### src/rtl/cache_miss_handler_pkg.sv
// cache_miss_handler_pkg: miss-handler state encoding, cache geometry (INDEX_W, TAG_W, WAYS) and address-field slice bounds
package cache_miss_handler_pkg;
  localparam int INDEX_W = 8;
  localparam int TAG_W = 22;
  localparam int WAYS = 4;
  localparam int WAY_W = $clog2(WAYS);
  localparam int OFF_W = 2;
  localparam int IDX_LSB = OFF_W;
  localparam int IDX_MSB = IDX_LSB + INDEX_W - 1;
  localparam int TAG_LSB = IDX_MSB + 1;
  localparam int TAG_MSB = TAG_LSB + TAG_W - 1;
  typedef enum logic [2:0] {IDLE, WRITEBACK, REFILL, FILL, DONE} state_t;
endpackage

### src/rtl/cache_miss_handler.sv
// cache_miss_handler: blocking miss FSM; cpu_* request/ready/stall, hit+victim_* from tags, mem_* writeback/refill port, fill_* line write, lru_update pulse, hit_cnt/miss_cnt stats
module cache_miss_handler
  import cache_miss_handler_pkg::*;
#(
  parameter int ADDR_W = 32,
  parameter int DATA_W = 32
) (
  input  logic              clk,
  input  logic              rst,
  input  logic              cpu_req,
  input  logic              cpu_we,
  input  logic [ADDR_W-1:0] cpu_addr,
  input  logic [DATA_W-1:0] cpu_wdata,
  output logic              cpu_ready,
  output logic              cpu_stall,
  input  logic              hit,
  input  logic [WAY_W-1:0]  victim_way,
  input  logic              victim_valid,
  input  logic              victim_dirty,
  input  logic [TAG_W-1:0]  victim_tag,
  input  logic [DATA_W-1:0] victim_data,
  output logic              mem_req,
  output logic              mem_we,
  output logic [ADDR_W-1:0] mem_addr,
  output logic [DATA_W-1:0] mem_wdata,
  input  logic              mem_ready,
  input  logic [DATA_W-1:0] mem_rdata,
  output logic              fill_we,
  output logic [WAY_W-1:0]  fill_way,
  output logic [INDEX_W-1:0] fill_index,
  output logic [TAG_W-1:0]  fill_tag,
  output logic [DATA_W-1:0] fill_data,
  output logic              fill_dirty,
  output logic              lru_update,
  output logic [31:0]       hit_cnt,
  output logic [31:0]       miss_cnt
);
  state_t state, nxt;
  logic [ADDR_W-1:OFF_W] addr_q;
  logic we_q;
  logic [DATA_W-1:0] wdata_q, vdata_q, rdata_q;
  logic [WAY_W-1:0] way_q;
  logic [TAG_W-1:0] vtag_q;
  logic idle, idle_hit, idle_miss;
  logic unused;
  assign unused = ^cpu_addr[OFF_W-1:0];
  assign idle = state == IDLE;
  assign idle_hit = idle && cpu_req && hit;
  assign idle_miss = idle && cpu_req && !hit;
  always_ff @(posedge clk) begin
    if (rst) state <= IDLE;
    else state <= nxt;
  end
  always_comb begin
    nxt = state;
    case (state)
      IDLE:      nxt = !idle_miss ? IDLE : (victim_valid && victim_dirty) ? WRITEBACK : cpu_we ? FILL : REFILL;
      WRITEBACK: nxt = !mem_ready ? WRITEBACK : we_q ? FILL : REFILL;
      REFILL:    nxt = mem_ready ? FILL : REFILL;
      FILL:      nxt = DONE;
      DONE:      nxt = IDLE;
      default:   nxt = IDLE;
    endcase
  end
  always_comb begin
    cpu_ready = idle_hit || state == DONE;
    cpu_stall = state == WRITEBACK || state == REFILL || state == FILL;
    mem_req = state == WRITEBACK || state == REFILL;
    mem_we = state == WRITEBACK;
    mem_addr = mem_we ? {vtag_q, addr_q[IDX_MSB:IDX_LSB], {OFF_W{1'b0}}} : {addr_q, {OFF_W{1'b0}}};
    mem_wdata = vdata_q;
    fill_we = (idle_hit && cpu_we) || state == FILL;
    lru_update = idle_hit || state == FILL;
    fill_way = idle ? victim_way : way_q;
    fill_index = idle ? cpu_addr[IDX_MSB:IDX_LSB] : addr_q[IDX_MSB:IDX_LSB];
    fill_tag = idle ? cpu_addr[TAG_MSB:TAG_LSB] : addr_q[TAG_MSB:TAG_LSB];
    fill_data = idle ? cpu_wdata : we_q ? wdata_q : rdata_q;
    fill_dirty = idle ? 1'b1 : we_q;
  end
  always_ff @(posedge clk) begin
    if (rst) begin
      addr_q <= '0;
      we_q <= 1'b0;
      wdata_q <= '0;
      vdata_q <= '0;
      rdata_q <= '0;
      way_q <= '0;
      vtag_q <= '0;
      hit_cnt <= '0;
      miss_cnt <= '0;
    end else begin
      if (idle_miss) begin
        addr_q <= cpu_addr[ADDR_W-1:OFF_W];
        we_q <= cpu_we;
        wdata_q <= cpu_wdata;
        vdata_q <= victim_data;
        way_q <= victim_way;
        vtag_q <= victim_tag;
      end
      if (state == REFILL && mem_ready) rdata_q <= mem_rdata;
      if (idle_hit) hit_cnt <= hit_cnt + 32'd1;
      if (idle_miss) miss_cnt <= miss_cnt + 32'd1;
    end
  end
endmodule
### config.mk
export PLATFORM = sky130hd
export DESIGN_NAME = cache_miss_handler
export DESIGN_NICKNAME = d
export VERILOG_FILES = /design/src/rtl/cache_miss_handler_pkg.sv /design/src/rtl/cache_miss_handler.sv
export SDC_FILE = /design/constraint.sdc
export NUM_CORES = 1
export LEC_CHECK = 0
export BUFFER_PORTS_ARGS = -buffer_cell sky130_fd_sc_hd__buf_2
export CAP_MARGIN = 25
export CORE_UTILIZATION = 45
export CTS_CLUSTER_SIZE = 30
export DETAILED_ROUTE_END_ITERATION = 6
export GPL_ROUTABILITY_DRIVEN = 0
export HOLD_SLACK_MARGIN = 0.08
export PLACE_DENSITY = 0.74
export SLEW_MARGIN = 10
export SYNTH_ARGS = -nofsm -noshare
export SYNTH_HDL_FRONTEND = slang
export SYNTH_SLANG_ARGS = --single-unit
### constraint.sdc
create_clock -name clk -period 2.4 [get_ports clk]
set_clock_uncertainty 0.05 [all_clocks]
set_input_delay 0.12 -clock clk [delete_from_list [all_inputs] [get_ports clk]]
set_output_delay 0.12 -clock clk [all_outputs]
set_load 0.02 [all_outputs]
==> impl_metrics.env, run 1 <==
export IMPL_core_um2=20600
export IMPL_fin_crit_sh=0.983
export IMPL_yosysUniqueCellTypes=40
export IMPL_avgRoutedWirePerCell_um=17.0
export IMPL_rsz0062_at_grt="yes"
export IMPL_timing_fmax_mhz=424
export IMPL_fin_crit_ns=2.36
export IMPL_critPathTopFamily="buffers and inverters"
export IMPL_io_buffers=354
export IMPL_use_met1=0.329
export IMPL_layout_drive_gt1_share=0.286
export IMPL_finalHoldViolations=0
export IMPL_finalWirelength_mm=33.5
export IMPL_synth_edff_count=0
export IMPL_grt_pass1_vias=10400
export IMPL_rrSetupSlack_ns=0.10
export IMPL_synth_xor_area_frac=0.0476
export IMPL_dp_slack_ns=0.249
export IMPL_clkTransAtPathRegs_ns=0.06
export IMPL_pwr_share_seq=0.406
export IMPL_ant_nets=0
export IMPL_gr_usage_met3=0.0725
export IMPL_slew_violations=0
export IMPL_arrival_ns=2.19
export IMPL_start_util=0.465
export IMPL_final_core_util=0.686
export IMPL_yosys_area_share_simple=0.242
export IMPL_p_per_area_nw_per_um2=673
export IMPL_clkLatencyLatePin_ns=0.51
export IMPL_dpl_hpwl_mm=18.8
export IMPL_synth_seq_cells=218
export IMPL_leakage_nw=6.09
export IMPL_final_nets=1841
export IMPL_worstPathCellList="buf_4 > nor3_4 > bufbuf_16 > nand2_1 > o21ai_0 > buf_2"
export IMPL_peakVddDrop_v=0.000581
export IMPL_dieArea_um2=21900
export IMPL_status="finished clean"
export IMPL_antenna_found_initial=3
export IMPL_worst_pin_slew_ns=0.524
export IMPL_critPathMaxStageDelay_ns=0.41
export IMPL_grt_use_total=0.293
export IMPL_min_delay_start="cpu_req"
export IMPL_grt_pass1_wl_mm=51.8
export IMPL_hp_class="in2reg"
export IMPL_power_mw=9.49
export IMPL_p_sw_mw=2.67
export IMPL_synth_adder_area_share=0.00262
export IMPL_drtIter0Drc=590
export IMPL_cts_max_level=1
export IMPL_min_to="hit_cnt[1]"
export IMPL_rr_startpoint="state[2]"
export IMPL_slew_headroom=0.650
export IMPL_drt_pass1_iterations=7
export IMPL_rows=52
export IMPL_top_usage_layer="met2"
export IMPL_path_buf_inv=3
export IMPL_async_flop_share=0
export IMPL_cts_sinks=218
export IMPL_grt_max_degree=105
export IMPL_switching_share=0.281
export IMPL_start_kind="flop"
export IMPL_crit_required_ns=2.23
export IMPL_cp_max_fo=40
export IMPL_yosysWarnings=0
export IMPL_num_vias=10500
export IMPL_areaGrowthSynthToFinish_pct=47.5
export IMPL_met2_usage=0.505
export IMPL_hold_depth=6
export IMPL_reg2reg_to="mem_wdata[5]"
export IMPL_worstRegToRegCells=6
export IMPL_cts_root_buf="clkbuf_16"
export IMPL_setup_viol=0
export IMPL_final_common_cell="nand2_1"
export IMPL_via_per_inst=5.32
export IMPL_slowest_stage="bufbuf_16"
export IMPL_ioPinCount=359
export IMPL_clkPwrFrac=0.393
export IMPL_grt_overflow=0
export IMPL_cts_buffers=25
export IMPL_fin_ws_ns=0.0412
export IMPL_cap_violations=0
export IMPL_die_h_um=148
export IMPL_synth_top_family_by_area="simple AND/OR/NAND/NOR gates"
export IMPL_layout_common_cells="359 x nand2_1, 353 x buf_2, 217 x dfxtp_1"
export IMPL_p_int_mw=6.82
export IMPL_drc=0
export IMPL_synth_mux_area_frac=0.0970
export IMPL_setup_tns_ns=0
export IMPL_combPwrFrac=0.202
export IMPL_fp_dieW_um=148
export IMPL_synth_area_um2=9570
export IMPL_avgSynthCellArea_um2=7.96
export IMPL_path_class="reg2out"
export IMPL_yosysSeqAreaShare=0.456
export IMPL_synth_compound_area_frac=0.111
export IMPL_syn_inst=1202
export IMPL_clockBufferDepth=3
export IMPL_crit_path_end_kind="output pin"
export IMPL_cts_tree="yes"
export IMPL_synth_ff_type="dfxtp_1"
[metal layers]
layer	vias up	share of wire	wire [um]
li1	4966	-	-
met1	4848	0.39	13000
met2	525	0.48	16100
met3	133	0.078	2610
met4	0	0.053	1760
met5	-	0	0
[kinds of logic after synthesis]
| logic type | Yosys count |
|---|---|
| AOI/OAI and AO/OA | 209 |
| xor gates and xnor gates | 52 |
| adders and majority gates | 2 |
| buffers and inverters | 97 |
| DFF | 218 |
| muxes | 86 |
| other | 1 |
| and+or+nand+nor | 537 |
[through the flow]
step / std cells / instance area, um^2 / hold WS (ns)
5_1_grt: 1968 / 14100 / 0.287
4_1_cts: 1960 / 14000 / 0.236
2_1_floorplan: 1203 / 9570 / 0.206
6_report: 1968 / 14100 / 0.266
3_5_place_dp: 1757 / 11600 / 0.317
3_3_place_gp: 1757 / 11600 / 0.310
[cell usage after synthesis, types with 2 or more instances]
cell type    n  area, um^2
buf_4       10        75.1
xnor2_1     19         166
nand4b_1     2        17.5
buf_1        6        22.5
and3_1      13        81.3
mux2i_1     32         320
or3_1       10        62.6
clkbuf_1    72         270
a221oi_1     2        17.5
mux2_2      54         608
ha_1         2        25.0
o21ai_0     41         205
nor4_1       3        18.8
nand2b_1     4        25.0
buf_2        2        10.0
nand2_1    359        1350
dfxtp_1    218        4360
or2_2        2        12.5
nand3_1     23         115
inv_1        5        18.8
buf_6        2        22.5
xor2_1      33         289
nor2_1      66         248
nand4_1     26         163
and2_1       5        31.3
and4_1       6        52.6
a21oi_1    164         821
nor3_1       9        45.0
[power by group through the flow]
stage	Sequential, mW	Clock (mW)	Combinational (mW)
floorplan	3.94	0	0.956
global placement	3.91	0	1.54
detailed placement	3.92	0	1.56
CTS	3.84	3.78	1.81
global route	3.86	3.93	2.04
finish	3.85	3.73	1.91
[timing repair]
item	4_1_cts	5_1_grt
pin swaps	0	2
hold buffers	159	0
gates resized for setup	2	5
setup endpoints to repair	1	31
buffers inserted	0	3
endpoints found under the hold margin	186	0
cloned	1	2
[worst reg2reg max path, cell delays in order, from the launching register on]
cell and delay (ns):
dfxtp_1 0.32, or4b_4 0.64, nor2_4 0.20, buf_12 0.23, nand2_1 0.10, a21oi_1 0.13
dlygate4sd3_1 0.56
[flip-flops by register name (all words and copies together) (netlist names)]
signal	flops
way_q	2
miss_cnt	32
rdata_q	32
we_q	1
addr_q	30
hit_cnt	32
mem_wdata	32
state	3
vtag_q	22
wdata_q	32
[cell type report]
class | count | area (um^2)
clock buffers | 39 | 758
diodes | 3 | 7.51
fillers | 1542 | 6450
clock inverters | 4 | 45.0
well taps | 270 | 338
flip-flops and latches | 218 | 4370
repair buffers | 541 | 3760
inverters | 5 | 18.8
multi-input cells | 888 | 4820
[worst max path at each step]
stage | slack [ns] | end | cells past startpoint | startpoint
floorplan | 0.04 | miss_cnt[31] | 7 | state[2]
global placement | 0.24 | miss_cnt[31] | 5 | state[2]
detailed placement | 0.25 | miss_cnt[31] | 5 | state[2]
CTS | 0.01 | mem_addr[20] | 6 | state[0]
global route | -0.05 | fill_data[1] | 6 | state[1]
finish | 0.04 | fill_data[1] | 6 | state[0]
(Power assumes the default switching activity.)
==> inputs of run 2 (changes only) <==
--- a/config.mk
+++ b/config.mk
@@ -12,6 +12,7 @@
 export DETAILED_ROUTE_END_ITERATION = 6
 export GPL_ROUTABILITY_DRIVEN = 0
 export HOLD_SLACK_MARGIN = 0.08
+export MAX_ROUTING_LAYER = met4
 export PLACE_DENSITY = 0.74
 export SLEW_MARGIN = 10
 export SYNTH_ARGS = -nofsm -noshare
==> constraint.sdc (replaced) <==
create_clock -name clk -period 1.9 [get_ports clk]
set_clock_uncertainty 0.05 [all_clocks]
set_input_delay 0.095 -clock clk [delete_from_list [all_inputs] [get_ports clk]]
set_output_delay 0.095 -clock clk [all_outputs]
set_load 0.02 [all_outputs]
==> impl_metrics.env, run 2 (synthesis results as in run 1) <==
export IMPL_clockBufferDepth=3
export IMPL_antenna_found_initial=9
export IMPL_start_kind="flop"
export IMPL_timing_fmax_mhz=397
export IMPL_drtIter0Drc=1067
export IMPL_layout_drive_gt1_share=0.471
export IMPL_crit_path_end_kind="output pin"
export IMPL_crit_required_ns=1.75
export IMPL_leakage_nw=7.74
export IMPL_drc=0
export IMPL_cts_root_buf="clkbuf_16"
export IMPL_grt_overflow=0
export IMPL_worstPathCellList="buf_12 > mux2i_1 > o21ai_4 > buf_6"
export IMPL_cts_max_level=1
export IMPL_dieArea_um2=21900
export IMPL_hp_class="in2reg"
export IMPL_grt_pass1_vias=11900
export IMPL_num_vias=12600
export IMPL_final_core_util=0.863
export IMPL_setup_tns_ns=-57.17
export IMPL_ioPinCount=359
export IMPL_clkLatencyLatePin_ns=0.53
export IMPL_fin_ws_ns=-0.622
export IMPL_clkTransAtPathRegs_ns=0.06
export IMPL_rsz0062_at_grt="yes"
export IMPL_final_common_cell="buf_2"
export IMPL_power_mw=13.8
export IMPL_slew_violations=0
export IMPL_path_class="reg2out"
export IMPL_cts_tree="yes"
export IMPL_core_um2=20600
export IMPL_dp_slack_ns=-0.176
export IMPL_die_h_um=148
export IMPL_grt_use_total=0.377
export IMPL_grt_max_degree=81
export IMPL_fin_crit_ns=2.52
export IMPL_peakVddDrop_v=0.000665
export IMPL_fin_crit_sh=1.33
export IMPL_io_buffers=354
export IMPL_dpl_hpwl_mm=19.4
export IMPL_critPathTopFamily="multiplexers"
export IMPL_finalNonFillerCells=2078
export IMPL_slowest_stage="mux2i_1"
export IMPL_placed_cells=1791
export IMPL_p_per_area_nw_per_um2=777
export IMPL_violations="negative setup slack"
export IMPL_worst_pin_slew_ns=1.04
export IMPL_drt_pass1_iterations=7
export IMPL_arrival_ns=2.38
export IMPL_critPathMaxStageDelay_ns=0.87
export IMPL_cp_max_fo=15
export IMPL_rows=52
export IMPL_status="finished with violations"
export IMPL_finalHoldViolations=0
export IMPL_slew_headroom=0.289
export IMPL_grt_pass1_wl_mm=62.9
export IMPL_rrSetupSlack_ns=-0.50
export IMPL_avgRoutedWirePerCell_um=24.7
export IMPL_cts_sinks=218
export IMPL_setup_viol=271
export IMPL_fp_dieW_um=148
export IMPL_final_nets=1946
export IMPL_finalWirelength_mm=51.4
export IMPL_cts_buffers=25
export IMPL_layout_common_cells="275 x buf_2, 247 x nand2_1, 214 x dfxtp_1"
export IMPL_via_per_inst=6.05
export IMPL_areaGrowthSynthToFinish_pct=85.4
export IMPL_path_buf_inv=2
export IMPL_ant_nets=0
export IMPL_start_util=0.465
export IMPL_cap_violations=0
## run 2: cell count changes in the layout (fill, tap and decap cells not counted), moves of 15 or more
cell	change
buf_12	+19
nand2_1	-112
o21ai_0	-33
a21oi_1	-84
buf_16	+15
a21oi_2	+81
mux2_2	-42
buf_6	+97
nand2_4	+80
nand2_2	+31
buf_2	-78
buf_4	+42
mux2_4	+42
## run 2: cell type report
| class | count | area, um^2 |
|---|---|---|
| diodes | 10 | 25.0 |
| clock buffers | 36 | 717 |
| clock inverters | 5 | 35.0 |
| fillers | 905 | 2820 |
| inverters | 5 | 22.5 |
| multi-input cells | 888 | 6440 |
| flip-flops and latches | 218 | 4370 |
| well taps | 270 | 338 |
| repair buffers | 646 | 5790 |
## run 2: path summary, 6_finish.rpt
path,startpoint,endpoint,cells after the start
worst min register to register,mem_wdata[4],mem_wdata[4],2
worst min-delay path,victim_data[21],mem_wdata[21],4
worst max-delay path,we_q,fill_data[7],4
worst max register to register,state[0],hit_cnt[20],9
## run 2: power breakdown
part | switching [mW] | total [mW] | leakage (nW) | internal, mW
clock network | 2.05 | 4.65 | 0.368 | 2.61
logic | 2.22 | 4.23 | 5.60 | 2.00
registers | 0.158 | 4.91 | 1.77 | 4.75
total | 4.43 | 13.8 | 7.74 | 9.36
## run 2: through the flow
step                      hold WS (ns)  area, um^2
after floorplan                  0.181        9610
after detailed placement         0.291       11900
final                            0.312       17700
after CTS                        0.221       16100
after global routing             0.319       17700
after global placement           0.284       11900
## run 2: repair_timing
action / CTS / global route
gates cloned: 16 / 12
setup endpoints to repair: 134 / 269
buffers inserted: 45 / 16
endpoints found under the hold margin: 177 / 0
pin swaps: 33 / 152
resized for setup: 308 / 361
hold buffers: 156 / 0
## run 2: worst register-to-register path, delay by kind of cell, from the launching register on
| family | cells | cell delay [ns] |
|---|---|---|
| flip-flops | 1 | 0.33 |
| buffers and inverters | 4 | 0.57 |
| AND/OR/NAND/NOR | 4 | 1.14 |
| XOR/XNOR | 1 | 0.21 |
## run 2: metal layers
metal,track usage,share of wire,vias up
met4,0.224,0.087,0
met5,-,0,-
met3,0.105,0.11,439
met2,0.625,0.47,1073
li1,-,-,5198
met1,0.401,0.33,5866
==> inputs of run 3 (changes only) <==
--- a/config.mk
+++ b/config.mk
@@ -14,6 +14,7 @@
 export HOLD_SLACK_MARGIN = 0.08
 export MAX_ROUTING_LAYER = met4
 export PLACE_DENSITY = 0.74
+export RECOVER_POWER = 100
 export SLEW_MARGIN = 10
 export SYNTH_ARGS = -nofsm -noshare
 export SYNTH_HDL_FRONTEND = slang
==> impl_metrics.env, run 3 (synthesis results as in run 1) <==
export IMPL_grt_max_degree=81
export IMPL_finalNonFillerCells=2078
export IMPL_dpl_hpwl_mm=19.4
export IMPL_grt_use_total=0.377
export IMPL_final_nets=1946
export IMPL_slew_headroom=0.277
export IMPL_violations="negative setup slack"
export IMPL_rsz0062_at_grt="yes"
export IMPL_layout_drive_gt1_share=0.412
export IMPL_fin_ws_ns=-0.625
export IMPL_peakVddDrop_v=0.000663
export IMPL_cts_buffers=25
export IMPL_cts_root_buf="clkbuf_16"
export IMPL_ioPinCount=359
export IMPL_path_class="reg2out"
export IMPL_clkLatencyLatePin_ns=0.53
export IMPL_switching_share=0.321
export IMPL_p_per_area_nw_per_um2=782
export IMPL_timing_fmax_mhz=396
export IMPL_nFillCells=985
export IMPL_areaGrowthSynthToFinish_pct=84.0
export IMPL_dieArea_um2=21900
export IMPL_status="finished with violations"
export IMPL_antenna_found_initial=9
export IMPL_slew_violations=0
export IMPL_arrival_ns=2.38
export IMPL_cts_sinks=218
export IMPL_cts_tree="yes"
export IMPL_grt_pass1_wl_mm=62.9
export IMPL_cp_max_fo=15
export IMPL_placed_cells=1791
export IMPL_drtIter0Drc=1045
export IMPL_start_kind="flop"
export IMPL_clockBufferDepth=3
export IMPL_hp_class="in2reg"
export IMPL_pwr_share_seq=0.357
export IMPL_leakage_nw=7.29
export IMPL_ant_nets=0
export IMPL_crit_path_end_kind="output pin"
export IMPL_crit_required_ns=1.75
export IMPL_setup_viol=271
export IMPL_core_um2=20600
export IMPL_combPwrFrac=0.306
export IMPL_fin_crit_ns=2.53
export IMPL_worstPathCellList="buf_12 > mux2i_1 > o21ai_4 > buf_6"
export IMPL_worst_pin_slew_ns=1.05
export IMPL_start_util=0.465
export IMPL_cap_violations=0
export IMPL_p_int_mw=9.34
export IMPL_slowest_stage="mux2i_1"
export IMPL_grt_pass1_vias=11900
export IMPL_cts_max_level=1
export IMPL_layout_common_cells="247 x nand2_1, 214 x dfxtp_1, 171 x buf_2"
export IMPL_drt_pass1_iterations=6
export IMPL_final_common_cell="nand2_1"
export IMPL_grt_overflow=0
export IMPL_p_sw_mw=4.42
export IMPL_place_area_um2=11900
export IMPL_rows=52
export IMPL_fin_crit_sh=1.33
export IMPL_critPathMaxStageDelay_ns=0.89
export IMPL_via_per_inst=6.01
export IMPL_final_area_um2=17600
export IMPL_die_h_um=148
export IMPL_fp_dieW_um=148
export IMPL_clkTransAtPathRegs_ns=0.07
export IMPL_clkPwrFrac=0.337
export IMPL_io_buffers=354
export IMPL_avgRoutedWirePerCell_um=24.7
export IMPL_finalHoldViolations=0
export IMPL_finalWirelength_mm=51.4
export IMPL_fin_hold_ws_ns=0.304
export IMPL_num_vias=12500
export IMPL_drc=0
[run 3: layout make-up]
type / count / area (um^2) / area share
timing repair buffer: 646 / 5660 / 0.322
inverter: 5 / 22.5 / 0.00128
multi-input combinational: 888 / 6440 / 0.366
clock inverter: 5 / 35.0 / 0.00199
sequential: 218 / 4370 / 0.248
clock buffer: 36 / 717 / 0.0407
tap: 270 / 338 / 0.0192
antenna: 10 / 25.0 / 0.00142
[run 3: what timing repair did]
item,4_1_cts,5_1_grt
pin swaps,33,152
endpoints found under the setup margin,134,269
buffers inserted,45,16
gates resized for setup,308,361
hold buffers,156,0
gates cloned,16,12
endpoints found under the hold margin,177,0
[run 3: metal layers]
layer	vias to the layer above	GRT usage	share of wire
li1	5198	-	-
met1	5852	0.401	0.33
met2	1003	0.625	0.47
met3	435	0.105	0.11
met4	0	0.224	0.086
met5	-	-	0
[run 3: worst max-delay path: cells and delay by family, from the launching register on]
kind                   cells  cell delay [ns]
muxes                      1             0.89
DFF                        1             0.47
buffers and inverters      2             0.39
AOI/OAI and AO/OA          1             0.10
[run 3: metrics by stage]
| step | setup WS [ns] | total power [mW] | utilization | setup TNS (ns) |
|---|---|---|---|---|
| 2_1_floorplan | -0.295 | 6.19 | - | -12.74 |
| 3_3_place_gp | -0.115 | 6.96 | 0.581 | -1.22 |
| 3_5_place_dp | -0.176 | 6.98 | 0.581 | -2.42 |
| 4_1_cts | -0.283 | 12.7 | 0.784 | -44.75 |
| 5_1_grt | -0.630 | 14.1 | 0.856 | -70.00 |
| 6_report | -0.625 | 13.8 | 0.856 | -57.79 |
[run 3: power groups by stage]
stage | Combinational (mW) | Sequential, mW | Clock, mW
5_1_grt | 4.34 | 4.92 | 4.83
3_5_place_dp | 2.03 | 4.95 | 0
6_report | 4.21 | 4.91 | 4.64
4_1_cts | 3.27 | 4.86 | 4.55
2_1_floorplan | 1.21 | 4.98 | 0
3_3_place_gp | 2.01 | 4.94 | 0
[run 3: final timing paths]
check	from	to	slack, ns	depth (start not counted)
worst min register to register	rdata_q[27]	rdata_q[27]	0.41	2
worst max register to register	state[0]	hit_cnt[20]	-0.47	9
worst min-delay path	victim_data[31]	mem_wdata[31]	0.30	4
worst max-delay path	we_q	fill_data[7]	-0.63	4
